--- src/rtl/axitrafficgen_pkg.sv ---
// Shared types and constants for the axitrafficgen AXI master traffic generator.
// The state encoding doubles as the code reported in debug[31:28].
package axitrafficgen_pkg;

    typedef enum logic [2:0] {
        ST_IDLE = 3'd0,
        ST_AW   = 3'd1,
        ST_W    = 3'd2,
        ST_B    = 3'd3,
        ST_AR   = 3'd4,
        ST_R    = 3'd5,
        ST_DONE = 3'd6
    } state_t;

    localparam logic [1:0] AXI_RESP_OKAY  = 2'b00;
    localparam logic [1:0] AXI_BURST_INCR = 2'b01;
    localparam logic [2:0] AXI_SIZE_8B    = 3'b011;

    // Index bits kept from the requested beat count so that i*8 fits 32 bits.
    localparam int IDX_BITS = 29;

    function automatic logic [63:0] pattern(input logic [31:0] seed, input logic [31:0] idx);
        return {seed, idx};
    endfunction

endpackage

--- src/rtl/axitrafficgen_axi_master_if.sv ---
// AXI4 bus bundle between the traffic generator (master) and the DMA bridge (slave).
interface axitrafficgen_axi_master_if #(
    parameter int AXI_ADDR_WIDTH = 32,
    parameter int AXI_DATA_WIDTH = 64,
    parameter int AXI_ID_WIDTH   = 4
) ();
    logic [AXI_ID_WIDTH-1:0]     aw_id;
    logic [AXI_ADDR_WIDTH-1:0]   aw_addr;
    logic [7:0]                  aw_len;
    logic [2:0]                  aw_size;
    logic [1:0]                  aw_burst;
    logic                        aw_valid;
    logic                        aw_ready;

    logic [AXI_DATA_WIDTH-1:0]   w_data;
    logic [AXI_DATA_WIDTH/8-1:0] w_strb;
    logic                        w_last;
    logic                        w_valid;
    logic                        w_ready;

    logic [1:0]                  b_resp;
    logic                        b_valid;
    logic                        b_ready;

    logic [AXI_ID_WIDTH-1:0]     ar_id;
    logic [AXI_ADDR_WIDTH-1:0]   ar_addr;
    logic [7:0]                  ar_len;
    logic [2:0]                  ar_size;
    logic [1:0]                  ar_burst;
    logic                        ar_valid;
    logic                        ar_ready;

    logic [AXI_DATA_WIDTH-1:0]   r_data;
    logic [1:0]                  r_resp;
    logic                        r_last;
    logic                        r_valid;
    logic                        r_ready;

    modport master (
        output aw_id, aw_addr, aw_len, aw_size, aw_burst, aw_valid,
        input  aw_ready,
        output w_data, w_strb, w_last, w_valid,
        input  w_ready,
        input  b_resp, b_valid,
        output b_ready,
        output ar_id, ar_addr, ar_len, ar_size, ar_burst, ar_valid,
        input  ar_ready,
        input  r_data, r_resp, r_last, r_valid,
        output r_ready
    );

    modport slave (
        input  aw_id, aw_addr, aw_len, aw_size, aw_burst, aw_valid,
        output aw_ready,
        input  w_data, w_strb, w_last, w_valid,
        output w_ready,
        output b_resp, b_valid,
        input  b_ready,
        input  ar_id, ar_addr, ar_len, ar_size, ar_burst, ar_valid,
        output ar_ready,
        output r_data, r_resp, r_last, r_valid,
        input  r_ready
    );

endinterface

--- src/rtl/axitrafficgen_checker.sv ---
// Per-beat response/last/data error accounting with a saturating 16-bit counter.
// Data comparison is compiled in only when AXITRAFFICGEN_CHECK_EN is defined.
module axitrafficgen_checker
    import axitrafficgen_pkg::*;
(
    input  logic        clk,
    input  logic        rst,
    input  logic        clr,
    input  logic        inc_en,
    input  logic        data_chk,
    input  logic        last_err,
    input  logic [1:0]  resp,
    input  logic [63:0] data,
    input  logic [63:0] expected,
    output logic [15:0] err_cnt
);

    logic [15:0] err_cnt_q, err_cnt_d;
    logic        resp_err;
    logic        data_err;
    logic [1:0]  inc_amt;
    logic [16:0] sum;

    assign resp_err = (resp != AXI_RESP_OKAY);

`ifdef AXITRAFFICGEN_CHECK_EN
    assign data_err = data_chk && (data != expected);
`else
    logic unused_data;
    assign unused_data = ^{data, expected, data_chk};
    assign data_err    = 1'b0;
`endif

    // A single beat can contribute resp, data and last-mismatch errors at once.
    assign inc_amt = {1'b0, resp_err} + {1'b0, data_err} + {1'b0, last_err};
    assign sum     = {1'b0, err_cnt_q} + {15'd0, inc_amt};

    always_comb begin
        err_cnt_d = err_cnt_q;
        if (clr) begin
            err_cnt_d = '0;
        end else if (inc_en) begin
            err_cnt_d = sum[16] ? 16'hFFFF : sum[15:0];
        end
    end

    always_ff @(posedge clk) begin
        if (rst) begin
            err_cnt_q <= '0;
        end else begin
            err_cnt_q <= err_cnt_d;
        end
    end

    assign err_cnt = err_cnt_q;

endmodule

--- src/rtl/axitrafficgen_axi_master.sv ---
// AXI4 traffic generator: writes N seeded 64-bit beats, reads them back and counts errors.
// Define AXITRAFFICGEN_CHECK_EN to also compare read data against the written pattern.
module axitrafficgen_axi_master
    import axitrafficgen_pkg::*;
#(
    parameter int AXI_ADDR_WIDTH = 32,
    parameter int AXI_DATA_WIDTH = 64,
    parameter int AXI_ID_WIDTH   = 4,
    parameter int BURST_BEATS    = 16
) (
    input  logic                      clk,
    input  logic                      rst,
    input  logic [31:0]               conf_info_reg1,
    input  logic [31:0]               conf_info_reg2,
    input  logic                      conf_done,
    axitrafficgen_axi_master_if.master axi,
    output logic                      acc_done,
    output logic [31:0]               debug
);

    generate
        if (AXI_DATA_WIDTH != 64 || BURST_BEATS < 1 || BURST_BEATS > 256 ||
            (BURST_BEATS & (BURST_BEATS - 1)) != 0 || BURST_BEATS * 8 > 4096) begin : g_bad_cfg
            $error("axitrafficgen_axi_master: unsupported data width or BURST_BEATS");
        end
    endgenerate

    state_t      state_q, state_d;
    logic [31:0] n_q, n_d;
    logic [31:0] seed_q, seed_d;
    logic [31:0] idx_q, idx_d;
    logic [8:0]  len_q, len_d;
    logic [8:0]  cnt_q, cnt_d;
    logic        acc_done_q, acc_done_d;

    logic        err_clr;
    logic        chk_inc;
    logic        chk_data;
    logic        last_err;
    logic [1:0]  chk_resp;
    logic        w_last;
    logic        r_end;
    logic [31:0] idx_inc;
    logic [31:0] n_new;
    logic [15:0] err_cnt;
    logic        unused_conf;

    function automatic logic [8:0] clip_len(input logic [31:0] rem);
        if (rem > 32'(BURST_BEATS)) begin
            return 9'(BURST_BEATS);
        end
        return rem[8:0];
    endfunction

    assign idx_inc     = idx_q + 32'd1;
    assign n_new       = {3'b000, conf_info_reg1[IDX_BITS-1:0]};
    assign unused_conf = ^conf_info_reg1[31:IDX_BITS];
    assign w_last      = (cnt_q == len_q - 9'd1);
    assign r_end       = ((cnt_q + 9'd1) == len_q);

    always_comb begin
        state_d    = state_q;
        n_d        = n_q;
        seed_d     = seed_q;
        idx_d      = idx_q;
        len_d      = len_q;
        cnt_d      = cnt_q;
        err_clr    = 1'b0;
        acc_done_d = (state_q == ST_DONE);

        case (state_q)
            ST_IDLE: begin
                if (conf_done) begin
                    n_d     = n_new;
                    seed_d  = conf_info_reg2;
                    idx_d   = '0;
                    cnt_d   = '0;
                    err_clr = 1'b1;
                    len_d   = clip_len(n_new);
                    state_d = (n_new == 32'd0) ? ST_DONE : ST_AW;
                end
            end
            ST_AW: begin
                if (axi.aw_ready) begin
                    cnt_d   = '0;
                    state_d = ST_W;
                end
            end
            ST_W: begin
                if (axi.w_ready) begin
                    idx_d = idx_inc;
                    cnt_d = cnt_q + 9'd1;
                    if (w_last) begin
                        state_d = ST_B;
                    end
                end
            end
            ST_B: begin
                if (axi.b_valid) begin
                    // Write phase is over once every beat has been sent; restart i for reads.
                    if (idx_q == n_q) begin
                        idx_d   = '0;
                        len_d   = clip_len(n_q);
                        state_d = ST_AR;
                    end else begin
                        len_d   = clip_len(n_q - idx_q);
                        state_d = ST_AW;
                    end
                end
            end
            ST_AR: begin
                if (axi.ar_ready) begin
                    cnt_d   = '0;
                    state_d = ST_R;
                end
            end
            ST_R: begin
                if (axi.r_valid) begin
                    idx_d = idx_inc;
                    cnt_d = cnt_q + 9'd1;
                    // Burst end follows the local beat count; r_last only feeds the error count.
                    if (r_end) begin
                        if (idx_inc == n_q) begin
                            state_d = ST_DONE;
                        end else begin
                            len_d   = clip_len(n_q - idx_inc);
                            state_d = ST_AR;
                        end
                    end
                end
            end
            ST_DONE: begin
                state_d = ST_IDLE;
            end
            default: begin
                state_d = ST_IDLE;
            end
        endcase
    end

    always_ff @(posedge clk) begin
        if (rst) begin
            state_q    <= ST_IDLE;
            n_q        <= '0;
            seed_q     <= '0;
            idx_q      <= '0;
            len_q      <= '0;
            cnt_q      <= '0;
            acc_done_q <= 1'b0;
        end else begin
            state_q    <= state_d;
            n_q        <= n_d;
            seed_q     <= seed_d;
            idx_q      <= idx_d;
            len_q      <= len_d;
            cnt_q      <= cnt_d;
            acc_done_q <= acc_done_d;
        end
    end

    assign chk_inc  = ((state_q == ST_B) && axi.b_valid) || ((state_q == ST_R) && axi.r_valid);
    assign chk_data = (state_q == ST_R);
    assign chk_resp = (state_q == ST_B) ? axi.b_resp : axi.r_resp;
    assign last_err = (state_q == ST_R) && (axi.r_last != r_end);

    axitrafficgen_checker u_checker (
        .clk      (clk),
        .rst      (rst),
        .clr      (err_clr),
        .inc_en   (chk_inc),
        .data_chk (chk_data),
        .last_err (last_err),
        .resp     (chk_resp),
        .data     (axi.r_data),
        .expected (pattern(seed_q, idx_q)),
        .err_cnt  (err_cnt)
    );

    // Every bus output decodes registered state only, so payload is stable until ready.
    assign axi.aw_id    = '0;
    assign axi.aw_addr  = AXI_ADDR_WIDTH'({idx_q[IDX_BITS-1:0], 3'b000});
    assign axi.aw_len   = 8'(len_q - 9'd1);
    assign axi.aw_size  = AXI_SIZE_8B;
    assign axi.aw_burst = AXI_BURST_INCR;
    assign axi.aw_valid = (state_q == ST_AW);

    assign axi.w_data   = pattern(seed_q, idx_q);
    assign axi.w_strb   = '1;
    assign axi.w_last   = w_last;
    assign axi.w_valid  = (state_q == ST_W);

    assign axi.b_ready  = (state_q == ST_B);

    assign axi.ar_id    = '0;
    assign axi.ar_addr  = AXI_ADDR_WIDTH'({idx_q[IDX_BITS-1:0], 3'b000});
    assign axi.ar_len   = 8'(len_q - 9'd1);
    assign axi.ar_size  = AXI_SIZE_8B;
    assign axi.ar_burst = AXI_BURST_INCR;
    assign axi.ar_valid = (state_q == ST_AR);

    assign axi.r_ready  = (state_q == ST_R);

    assign acc_done = acc_done_q;
    assign debug    = {1'b0, state_q, 12'h000, err_cnt};

endmodule

--- src/flat_wrapper.sv ---
// flat-port wrapper written by rule: the top's interface ports become plain ports
module axitrafficgen_axi_master_flat import axitrafficgen_pkg::*;
#(
    parameter int AXI_ADDR_WIDTH = 32,
    parameter int AXI_DATA_WIDTH = 64,
    parameter int AXI_ID_WIDTH   = 4,
    parameter int BURST_BEATS    = 16
)
  (clk, rst, conf_info_reg1, conf_info_reg2, conf_done, acc_done, debug, axi_aw_id, axi_aw_addr, axi_aw_len, axi_aw_size, axi_aw_burst, axi_aw_valid, axi_aw_ready, axi_w_data, axi_w_strb, axi_w_last, axi_w_valid, axi_w_ready, axi_b_resp, axi_b_valid, axi_b_ready, axi_ar_id, axi_ar_addr, axi_ar_len, axi_ar_size, axi_ar_burst, axi_ar_valid, axi_ar_ready, axi_r_data, axi_r_resp, axi_r_last, axi_r_valid, axi_r_ready);
  axitrafficgen_axi_master_if #(.AXI_ADDR_WIDTH(AXI_ADDR_WIDTH), .AXI_DATA_WIDTH(AXI_DATA_WIDTH), .AXI_ID_WIDTH(AXI_ID_WIDTH)) axi_i ();
  input  logic clk;
  input  logic rst;
  input  logic [31:0] conf_info_reg1;
  input  logic [31:0] conf_info_reg2;
  input  logic conf_done;
  output logic acc_done;
  output logic [31:0] debug;
  output wire logic [$bits(axi_i.aw_id)-1:0] axi_aw_id;
  output wire logic [$bits(axi_i.aw_addr)-1:0] axi_aw_addr;
  output wire logic [$bits(axi_i.aw_len)-1:0] axi_aw_len;
  output wire logic [$bits(axi_i.aw_size)-1:0] axi_aw_size;
  output wire logic [$bits(axi_i.aw_burst)-1:0] axi_aw_burst;
  output wire logic [$bits(axi_i.aw_valid)-1:0] axi_aw_valid;
  input wire logic [$bits(axi_i.aw_ready)-1:0] axi_aw_ready;
  output wire logic [$bits(axi_i.w_data)-1:0] axi_w_data;
  output wire logic [$bits(axi_i.w_strb)-1:0] axi_w_strb;
  output wire logic [$bits(axi_i.w_last)-1:0] axi_w_last;
  output wire logic [$bits(axi_i.w_valid)-1:0] axi_w_valid;
  input wire logic [$bits(axi_i.w_ready)-1:0] axi_w_ready;
  input wire logic [$bits(axi_i.b_resp)-1:0] axi_b_resp;
  input wire logic [$bits(axi_i.b_valid)-1:0] axi_b_valid;
  output wire logic [$bits(axi_i.b_ready)-1:0] axi_b_ready;
  output wire logic [$bits(axi_i.ar_id)-1:0] axi_ar_id;
  output wire logic [$bits(axi_i.ar_addr)-1:0] axi_ar_addr;
  output wire logic [$bits(axi_i.ar_len)-1:0] axi_ar_len;
  output wire logic [$bits(axi_i.ar_size)-1:0] axi_ar_size;
  output wire logic [$bits(axi_i.ar_burst)-1:0] axi_ar_burst;
  output wire logic [$bits(axi_i.ar_valid)-1:0] axi_ar_valid;
  input wire logic [$bits(axi_i.ar_ready)-1:0] axi_ar_ready;
  input wire logic [$bits(axi_i.r_data)-1:0] axi_r_data;
  input wire logic [$bits(axi_i.r_resp)-1:0] axi_r_resp;
  input wire logic [$bits(axi_i.r_last)-1:0] axi_r_last;
  input wire logic [$bits(axi_i.r_valid)-1:0] axi_r_valid;
  output wire logic [$bits(axi_i.r_ready)-1:0] axi_r_ready;
  assign axi_aw_id = axi_i.aw_id;
  assign axi_aw_addr = axi_i.aw_addr;
  assign axi_aw_len = axi_i.aw_len;
  assign axi_aw_size = axi_i.aw_size;
  assign axi_aw_burst = axi_i.aw_burst;
  assign axi_aw_valid = axi_i.aw_valid;
  assign axi_i.aw_ready = axi_aw_ready;
  assign axi_w_data = axi_i.w_data;
  assign axi_w_strb = axi_i.w_strb;
  assign axi_w_last = axi_i.w_last;
  assign axi_w_valid = axi_i.w_valid;
  assign axi_i.w_ready = axi_w_ready;
  assign axi_i.b_resp = axi_b_resp;
  assign axi_i.b_valid = axi_b_valid;
  assign axi_b_ready = axi_i.b_ready;
  assign axi_ar_id = axi_i.ar_id;
  assign axi_ar_addr = axi_i.ar_addr;
  assign axi_ar_len = axi_i.ar_len;
  assign axi_ar_size = axi_i.ar_size;
  assign axi_ar_burst = axi_i.ar_burst;
  assign axi_ar_valid = axi_i.ar_valid;
  assign axi_i.ar_ready = axi_ar_ready;
  assign axi_i.r_data = axi_r_data;
  assign axi_i.r_resp = axi_r_resp;
  assign axi_i.r_last = axi_r_last;
  assign axi_i.r_valid = axi_r_valid;
  assign axi_r_ready = axi_i.r_ready;
  axitrafficgen_axi_master #(.AXI_ADDR_WIDTH(AXI_ADDR_WIDTH), .AXI_DATA_WIDTH(AXI_DATA_WIDTH), .AXI_ID_WIDTH(AXI_ID_WIDTH), .BURST_BEATS(BURST_BEATS)) u_core (.clk(clk), .rst(rst), .conf_info_reg1(conf_info_reg1), .conf_info_reg2(conf_info_reg2), .conf_done(conf_done), .axi(axi_i), .acc_done(acc_done), .debug(debug));
endmodule
--- config.mk ---
export PLATFORM = sky130hd
export DESIGN_NAME = axitrafficgen_axi_master_flat
export DESIGN_NICKNAME = d
export VERILOG_FILES = /design/src/rtl/axitrafficgen_pkg.sv /design/src/rtl/axitrafficgen_axi_master_if.sv /design/src/rtl/axitrafficgen_checker.sv /design/src/rtl/axitrafficgen_axi_master.sv /design/src/flat_wrapper.sv
export SDC_FILE = /design/constraint.sdc
export NUM_CORES = 1
export LEC_CHECK = 0
export BUFFER_PORTS_ARGS = -buffer_cell sky130_fd_sc_hd__buf_2
export CAP_MARGIN = 20
export CORE_MARGIN = 4
export CORE_UTILIZATION = 40
export CTS_CLUSTER_DIAMETER = 50
export DETAILED_ROUTE_END_ITERATION = 8
export PLACE_DENSITY = 0.77
export SLEW_MARGIN = 5
export SYNTH_ARGS = -nofsm -noshare
export SYNTH_HDL_FRONTEND = slang
export SYNTH_SLANG_ARGS = --single-unit
--- constraint.sdc ---
create_clock -name clk -period 5.1 [get_ports clk]
set_input_delay 0.255 -clock clk [delete_from_list [all_inputs] [get_ports clk]]
set_output_delay 0.255 -clock clk [all_outputs]
set_load 0.01 [all_outputs]
## Yosys cells after proc, flatten, opt, wreduce, memory -nomap -nowiden

Index checks and enable logic that the tools add are counted.
W data, S select, Z words.

- Equal/unequal tests: 21
- Magnitude comparators: 4
- Muxes and demuxes: 59
- Add/sub/neg operators: 7
- Reductions and logical operators: 16

Operators by type and width:

| cell | count |
|---|---|
| $mux W9 | 19 |
| $mux W32 | 5 |
| $pmux W32 S4 | 1 |
| $eq A32 B29 Y1 | 2 |
| $gt A32 B5 Y1 const B | 2 |
| $sub A29 B32 Y32 | 2 |
| $gt A29 B5 Y1 const B | 2 |
| $pmux W9 S5 | 1 |
| $add A32 B1 Y32 const B | 1 |
| $logic_not A32 Y1 | 1 |
| $mux W3 | 10 |
| $pmux W9 S3 | 1 |
| $eq A9 B9 Y1 | 2 |
| $mux W1 | 18 |
| $pmux W3 S6 | 1 |
| $reduce_and A6 Y1 | 3 |
| $add A16 B2 Y17 | 1 |
| $mux W16 | 1 |
| $ne A2 B1 Y1 const B | 5 |
| $ne A2 B2 Y1 const B | 5 |
| $add A9 B1 Y9 const B | 1 |
| $eq A3 B3 Y1 const B | 3 |
| $sub A9 B1 Y9 const B | 1 |
| $reduce_and A8 Y1 | 1 |
| 14 further kinds | 18 |

- Output and inout bits: 209
- Logic and storage cells: 115
- Flip-flop bits (word level): 131

## Depth between registers and ports, before layout

Gate-level depths: netlist (run 1).

- Depth in word-level cells: 13
- Depth in mapped cells: 21
- Depth with buffers taken out: 20

## Cells and area by module

A second synthesis (run 1) with hierarchy kept.

- Cells, all modules: 1708
- Area total of the unflattened synthesis: 12494.5 µm²

Modules (own cells, without submodules):

| module | times used | cells an instance | area an instance (µm²) |
|---|---|---|---|
| axitrafficgen_axi_master | 1 | 1622 | 11688.7 |
| axitrafficgen_checker | 1 | 86 | 805.8 |

## Worst setup path after synthesis (run 1)

Ideal clock, no wire load.

- Path type: register to register
- From: reg u_core.idx_q[0]
- To: reg u_core.len_q[0]
- Path slack: 144 ps
- Cell stages (with the launch flop): 20
- Data arrival time: 4880 ps
- Required time: 5025 ps
- Setup time: 75 ps
- Clock period less this slack: 4956 ps
- Cells stage by stage: dfxtp_1 -> ha_1 -> nand3_1 -> nor3_4 -> and2_1 -> nand2_1 -> xnor2_1 -> ha_1 -> inv_1 -> o31ai_1 -> mux2_2 -> or4_1 -> a2111oi_0 -> nand4_1 -> a2111oi_2 -> nand4_1 -> nor4_1 -> and4bb_1 -> nand3_2 -> a31oi_2

- Longest elaborated chain between the ends: 13
- Elaborated cells on any way between the ends: 26

RTL lines:

| what | line | RTL |
|---|---|---|
| start: declaration | axitrafficgen_axi_master.sv:31 | `logic [31:0] idx_q, idx_d;` |
| start signal: assignment | axitrafficgen_axi_master.sv:154 | `idx_q <= idx_d;` |
| $add A32 B1 Y32 | axitrafficgen_axi_master.sv:55 | `assign idx_inc = idx_q + 32'd1;` |
| $sub A29 B32 Y32 | axitrafficgen_axi_master.sv:126 | `len_d = clip_len(n_q - idx_inc);` |
| $gt A32 B5 Y1 | axitrafficgen_axi_master.sv:49 | `if (rem > 32'(BURST_BEATS)) begin` |
| $mux W1 | axitrafficgen_axi_master.sv:49 |  |
| $mux W1 | axitrafficgen_axi_master.sv:123 | `if (idx_inc == n_q) begin` |
| $mux W1 | axitrafficgen_axi_master.sv:122 | `if (r_end) begin` |
| $mux W1 | axitrafficgen_axi_master.sv:118 | `if (axi.r_valid) begin` |
| $mux W1 | axitrafficgen_axi_master.sv:71 | `case (state_q)` |
| $mux W9 | axitrafficgen_axi_master.sv:52 | `return rem[8:0];` |
| $mux W9 | axitrafficgen_axi_master.sv:123 |  |
| $mux W9 | axitrafficgen_axi_master.sv:122 |  |
| $mux W9 | axitrafficgen_axi_master.sv:118 |  |
| $pmux W9 S3 | axitrafficgen_axi_master.sv:71 |  |
| end signal: assignment | axitrafficgen_axi_master.sv:155 | `len_q <= len_d;` |
| end: declaration | axitrafficgen_axi_master.sv:32 | `logic [8:0] len_q, len_d;` |

Several ways; a longest one is shown, not always the timed one. The select of a mux whose other input is x is not followed.
A chain may end at the register's enable or synchronous reset.

## Final worst setup path (run 1)

- From: reg u_core.idx_q[1]
- To: reg u_core.len_q[1]

Same word-level chain as after synthesis.

==> results of run 1 <==
power by group:
part,internal [mW],switching [mW]
sequential,1.13,0.136
combinational,1.39,2.13
clock,0.698,0.556
total,3.22,2.82
cell usage after synthesis (14+ instances only):
cell | instances | area share (%)
nand3_1 | 49 | 2.0
nand4_1 | 31 | 1.6
and2_1 | 19 | 0.98
a21oi_1 | 178 | 7.4
o31ai_1 | 15 | 0.93
xor2_1 | 23 | 1.7
inv_1 | 71 | 2.2
nor3_1 | 39 | 1.6
clkbuf_1 | 75 | 2.3
dfxtp_1 | 131 | 22
nand2b_1 | 14 | 0.73
o21ai_0 | 53 | 2.2
nor2_1 | 157 | 4.9
ha_1 | 56 | 5.8
a31oi_1 | 21 | 1.1
nor4_1 | 32 | 1.7
xnor2_1 | 69 | 5.0
buf_4 | 113 | 7.0
a211oi_1 | 15 | 0.93
nand2_1 | 227 | 7.1
and3_1 | 19 | 0.98
a21o_1 | 30 | 1.9
how the worst max path moves through the flow:
stage,to,cells after the start
finish,u_core.len_q[1],21
global route,u_core.len_q[2],19
CTS,u_core.len_q[1],19
detailed placement,u_core.len_q[1],19
global placement,u_core.len_q[0],19
floorplan,u_core.len_q[0],19
kinds of logic after synthesis:
family          Yosys count
simple gates            655
compound gates          450
buf+inv                 270
flops                   131
xor+xnor                 96
fa+ha+maj                66
mux                      14
other cells               2
timing repair:
action                     CTS  global route
resized for setup            2            22
pin swaps                    0             9
buffers inserted             0             3
setup endpoints to repair    5             5
metal layers:
| metal | wire [um] | GRT usage (%) | vias to the layer above |
|---|---|---|---|
| met2 | 18800 | 37.52 | 619 |
| met3 | 3456 | 3.806 | 103 |
| met5 | 0 | 0 | - |
| met4 | 1885 | 10.60 | 0 |
| met1 | 16880 | 30.89 | 6025 |
| li1 | - | - | 6187 |
registers in the layout, indices dropped and copies added, names as in the netlist:
| register | cells |
|---|---|
| u_core.len_q | 9 |
| u_core.acc_done | 1 |
| u_core.cnt_q | 9 |
| u_core.n_q | 29 |
| u_core.idx_q | 32 |
| u_core.seed_q | 32 |
| u_core.state_q | 3 |
| u_core.u_checker.err_cnt | 16 |
final cells by class:
type	instances	area [um2]
fillers	2998	15810
repair buffers	298	1672
clock inverters	15	162.7
inverters	72	270.3
flip-flops and latches	131	2629
clock buffers	17	425.4
well taps	390	488.0
multi-input cells	1326	8258
worst max-delay path: stages, from the launching register on:
cell and delay (ps):
dfxtp_2 360, ha_2 200, nand3_2 120, nor3_4 280
buf_4 200, inv_1 90, nor2_1 210, nand4_1 170
xnor2_1 240, ha_1 220, a21oi_1 80, o21ai_1 340
a41o_1 330, a22oi_1 120, o221ai_1 240, o2111ai_1 220
a2111oi_4 340, nand4_1 150, nor4_1 250, and4bb_2 350
nand3_2 160, o211ai_2 210
through the flow:
stage	setup slack, ps	setup TNS [ps]
floorplan	144.5	0
global placement	166.8	0
detailed placement	-22.75	-35.48
CTS	2.565	0
global route	-31.27	-71.39
finish	154.0	0
==> impl_metrics.csv, run 1 <==
group,metric,value,unit
yosys,synthDistinctLibCells,96,
power_and_ir_drop,power,6.040,mW
clock_tree,cts-hold-fix-buffers,0,
clock_tree,cts_tree,"yes",
clock_tree,clkLatencyLatePin,430,ps
die,die_area,0.03303,mm2
drt,totalWireLength,41020,um
placement,dpl-instance-area,0.01318,mm2
die,boundaryPins,350,
hold_path,hold_depth,3,
yosys,synthMuxAreaShare,1.181,%
flow_run,maxCapViolCount,0,
cells_and_area,diodes,0,
setup_path,worstSetupPathType,"register to register",
yosys,yosysSeqAreaShare,21.72,%
grt,antenna_found_initial,0,
drt,drtPass1Iterations,6,
drt,ant_nets,0,
cells_and_area,drive_above_1_share,21.25,%
cells_and_area,area_growth,15.17,%
yosys,synth_fa_ha_area_share,6.902,%
setup_path,rr_startpoint,"u_core.idx_q[1]",
sta,setup_viol,0,
clock_tree,cts_sinks,131,
cells_and_area,final_cell_area,0.01390,mm2
cells_and_area,finalNonFillerCells,2249,
yosys,synth_top_family_by_area,"simple AND/OR/NAND/NOR gates",
die,start_util,40.63,%
yosys,synth_compound_area_share,24.53,%
hold_path,worstHoldStart,"conf_info_reg2[25]",
yosys,synth_edf_count,0,
sta,holdWs,58.36,ps
placement,io_buffer_count,237,
die,core_area,0.02972,mm2
sta,hold_viol_final,0,
placement,dp_hpwl,31650,um
setup_path,end_kind,"register",
cells_and_area,final_cell_mix,"buf_2, nand2_1, a21oi_1",
sta,tightest_slew,875.7,ps
drt,via_count,12930,
cells_and_area,layout.nets,2046,
setup_path,startpoint,"u_core.idx_q[1]",
die,die_h,181.7,um
setup_path,arrival,5290,ps
setup_path,r2r-end,"u_core.len_q[1]",
yosys,syn_area_per_cell,7.169,um2
cells_and_area,utilization,46.79,%
grt,grt_max_degree,66,
sta,layout_min_cycle_time,4946,ps
placement,place_inst,2213,
placement,gp_congestion,0.9991,
power_and_ir_drop,powerDensity,434.4,mW/mm2
setup_path,startpoint_type,"register",
yosys,ys.warnings.count,0,
sta,finClkSkew,11.79,ps
cells_and_area,layout_commonest_cell,"buf_2",
yosys,synth-simple-area-share,26.06,%
run_status,outcome,"complete, no violations",
yosys,synthArstFlopShare,0,%
setup_path,crit_fanout,5,
yosys,synth_ff_type,"dfxtp_1",
hold_path,holdPathEnd,"u_core.seed_q[25]",
clock_tree,cts.clk_slew.worst_paths,70,ps
setup_path,ff2ff_setup_slack,150,ps
sta,max_freq,202.2,MHz
power_and_ir_drop,irDropWorstVdd,0.0002251,V
drt,post_drt_wl_per_cell,18.24,um
sta,slew_headroom,41.30,%
grt,grt_use_total,23.39,%
grt,grt_pass1_vias,12010,
setup_path,required,5450,ps
hold_path,min_path_type,"input port to register",
grt,grt_pass1_wl,63800,um
setup_path,rr_worst_depth,21,
yosys,synthXorXnorAreaFrac,7.452,%
grt,grt_overflow,0,
yosys,syn-cell-area,0.01207,mm2
clock_tree,cts_root_buf,"clkbuf_16",
clock_tree,max-clock-path-buffers,2,
yosys,syn_inst,1684,
clock_tree,cts_buffers,17,
die,num_rows,63,
die,die_x,181.7,um
sta,drv_slew,0,
yosys,synth_seq_cells,131,
drt,via_per_inst,5.751,
sta,period_share,96.98,%
drt,route.detailed.drc,0,
power_and_ir_drop,p_leak,6.176,nW
drt,drt_iter0_markers,1326,
clock_tree,h-tree-depth,4,
(Power assumes the default switching activity.)
==> inputs of run 2 (changes only) <==
Settings changed: MAX_ROUTING_LAYER set to met4, PLACE_DENSITY 0.77 to 0.67, TNS_END_PERCENT set to 30.
==> run 2 against run 1 <==
Clock-buffer cell count is the same. Via count grew 0.48%. Largest power group unchanged. Global-route usage grew 1.2 points. Maximum frequency grew 1.3%. Clock power grew 6%. Sequential power is essentially flat. Worst hold slack lost 1.4 ps. Total power grew 0.74%. Critical endpoint is now u_core.len_q[0]. Flip-flop and latch count is the same. Die area is the same.
==> impl_metrics.csv, run 2 (synthesis results as in run 1) <==
group,metric,value,unit
clock_tree,cts_root_buf,"clkbuf_16",
sta,layout_min_cycle_time,4882,ps
power_and_ir_drop,p_leak,6.192,nW
setup_path,startpoint_type,"register",
cells_and_area,layout.nets,2046,
power_and_ir_drop,power,6.085,mW
drt,totalWireLength,41580,um
drt,route.detailed.drc,0,
clock_tree,cts_sinks,131,
grt,grt_max_degree,65,
grt,grt_pass1_wl,64780,um
drt,via_per_inst,5.779,
clock_tree,max-clock-path-buffers,2,
sta,slew_headroom,39.27,%
placement,dp_hpwl,32510,um
setup_path,crit_fanout,8,
drt,via_count,13000,
clock_tree,cts_buffers,17,
placement,io_buffer_count,237,
drt,post_drt_wl_per_cell,18.49,um
setup_path,rr_worst_depth,20,
setup_path,required,5470,ps
clock_tree,cts-hold-fix-buffers,0,
grt,busiest_layer,"met2",
setup_path,arrival,5250,ps
die,core_area,0.02972,mm2
setup_path,end_kind,"register",
die,boundaryPins,350,
sta,layout_setup_ws,217.5,ps
cells_and_area,final_cell_area,0.01390,mm2
die,die_x,181.7,um
clock_tree,clkLatencyLatePin,440,ps
clock_tree,h-tree-depth,4,
grt,gr-usage-met3,2.704,%
hold_path,min_path_type,"input port to register",
sta,period_share,95.73,%
power_and_ir_drop,irDropWorstVdd,0.0003278,V
hold_path,hold_depth,3,
sta,setup_viol,0,
placement,preCtsSetupSlack,73.94,ps
sta,hold_viol_final,0,
clock_tree,cts_tree,"yes",
cells_and_area,drive_above_1_share,20.98,%
drt,drtPass1Iterations,5,
clock_tree,cts.clk_slew.worst_paths,70,ps
sta,holdWs,56.93,ps
power_and_ir_drop,powerDensity,437.9,mW/mm2
sta,finClkSkew,18.15,ps
cells_and_area,final_cell_mix,"buf_2, nand2_1, a21oi_1",
run_status,outcome,"complete, no violations",
placement,place_inst,2216,
sta,max_freq,204.8,MHz
setup_path,ff2ff_setup_slack,220,ps
flow_run,maxCapViolCount,0,
die,num_rows,63,
grt,grt_use_met1,32.58,%
cells_and_area,area_growth,15.10,%
die,die_h,181.7,um
die,die_area,0.03303,mm2
cells_and_area,finalNonFillerCells,2249,
drt,drt_iter0_markers,1067,
cells_and_area,reg.largest.list,"u_core.idx_q (32), u_core.seed_q (32), u_core.n_q (29)",
setup_path,worstSetupPathType,"register to register",
sta,drv_slew,0,
grt,grt_use_total,24.62,%
die,start_util,40.63,%
drt,ant_nets,0,
grt,use_met2,39.99,%
cells_and_area,layout_commonest_cell,"buf_2",
cells_and_area,diodes,0,
grt,grt_pass1_vias,11970,
placement,dpl-instance-area,0.01319,mm2
grt,grt_overflow,0,
grt,antenna_found_initial,0,
sta,tightest_slew,906.0,ps
placement,gp_congestion,0.9839,
==> run 2: cell count changes in the layout (fill, tap and decap cells not counted), sizes merged <==
cell / change
clkinvlp: -1
clkinv: +1
bufinv: +1
inv: -1
==> run 2: report_power, final <==
part | leakage, nW | total [mW] | internal, mW | switching, mW
Sequential | 1.07 | 1.28 | 1.13 | 0.148
Combinational | 4.83 | 3.49 | 1.37 | 2.12
Clock | 0.300 | 1.32 | 0.744 | 0.577
==> run 2: cell type report <==
cell class / count / area [um2]
fillers: 3009 / 15820
multi-input cells: 1326 / 8247
flip-flops and latches: 131 / 2625
repair buffers: 298 / 1659
well taps: 390 / 488.0
clock buffers: 17 / 425.4
inverters: 72 / 270.3
clock inverters: 15 / 181.4
==> run 2: layer usage <==
metal / up-vias / share of wire [%] / wire (um)
li1: 6215 / - / -
met1: 6197 / 44 / 18450
met2: 522 / 47 / 19500
met3: 62 / 6.3 / 2603
met4: 0 / 2.5 / 1030
met5: - / 0 / 0
==> run 2: worst paths after layout <==
path | to | start
worst max-delay path | u_core.len_q[0] | u_core.idx_q[0]
worst min-delay path | u_core.seed_q[11] | conf_info_reg2[11]
worst max register to register | u_core.len_q[0] | u_core.idx_q[0]
worst min register to register | u_core.seed_q[24] | u_core.seed_q[24]
==> run 2: critical path, stage by stage, from the launching register on <==
cell	delay, ps
dfxtp_1	390
ha_1	210
nand3_1	170
nor3_4	280
buf_4	210
inv_1	80
nor2_1	180
nand4_1	180
xnor2_2	180
ha_1	300
buf_4	150
nand3_1	220
nor4_1	340
nand3_1	110
or4_1	430
nor4_2	240
buf_4	190
a211o_1	250
a221oi_1	180
a311o_1	400
a31oi_2	130
==> run 2: stage by stage <==
stage          util [%]  TNS, ps
2_1_floorplan         -        0
3_3_place_gp      44.40        0
3_5_place_dp      44.40        0
4_1_cts           46.44        0
5_1_grt           46.76   -184.1
6_report          46.76        0
==> run 2: timing repair <==
item                                   4_1_cts  5_1_grt
endpoints found under the hold margin        0        0
gates resized for setup                      0       18
setup endpoints to repair                    0        5
setup buffers                                0        0
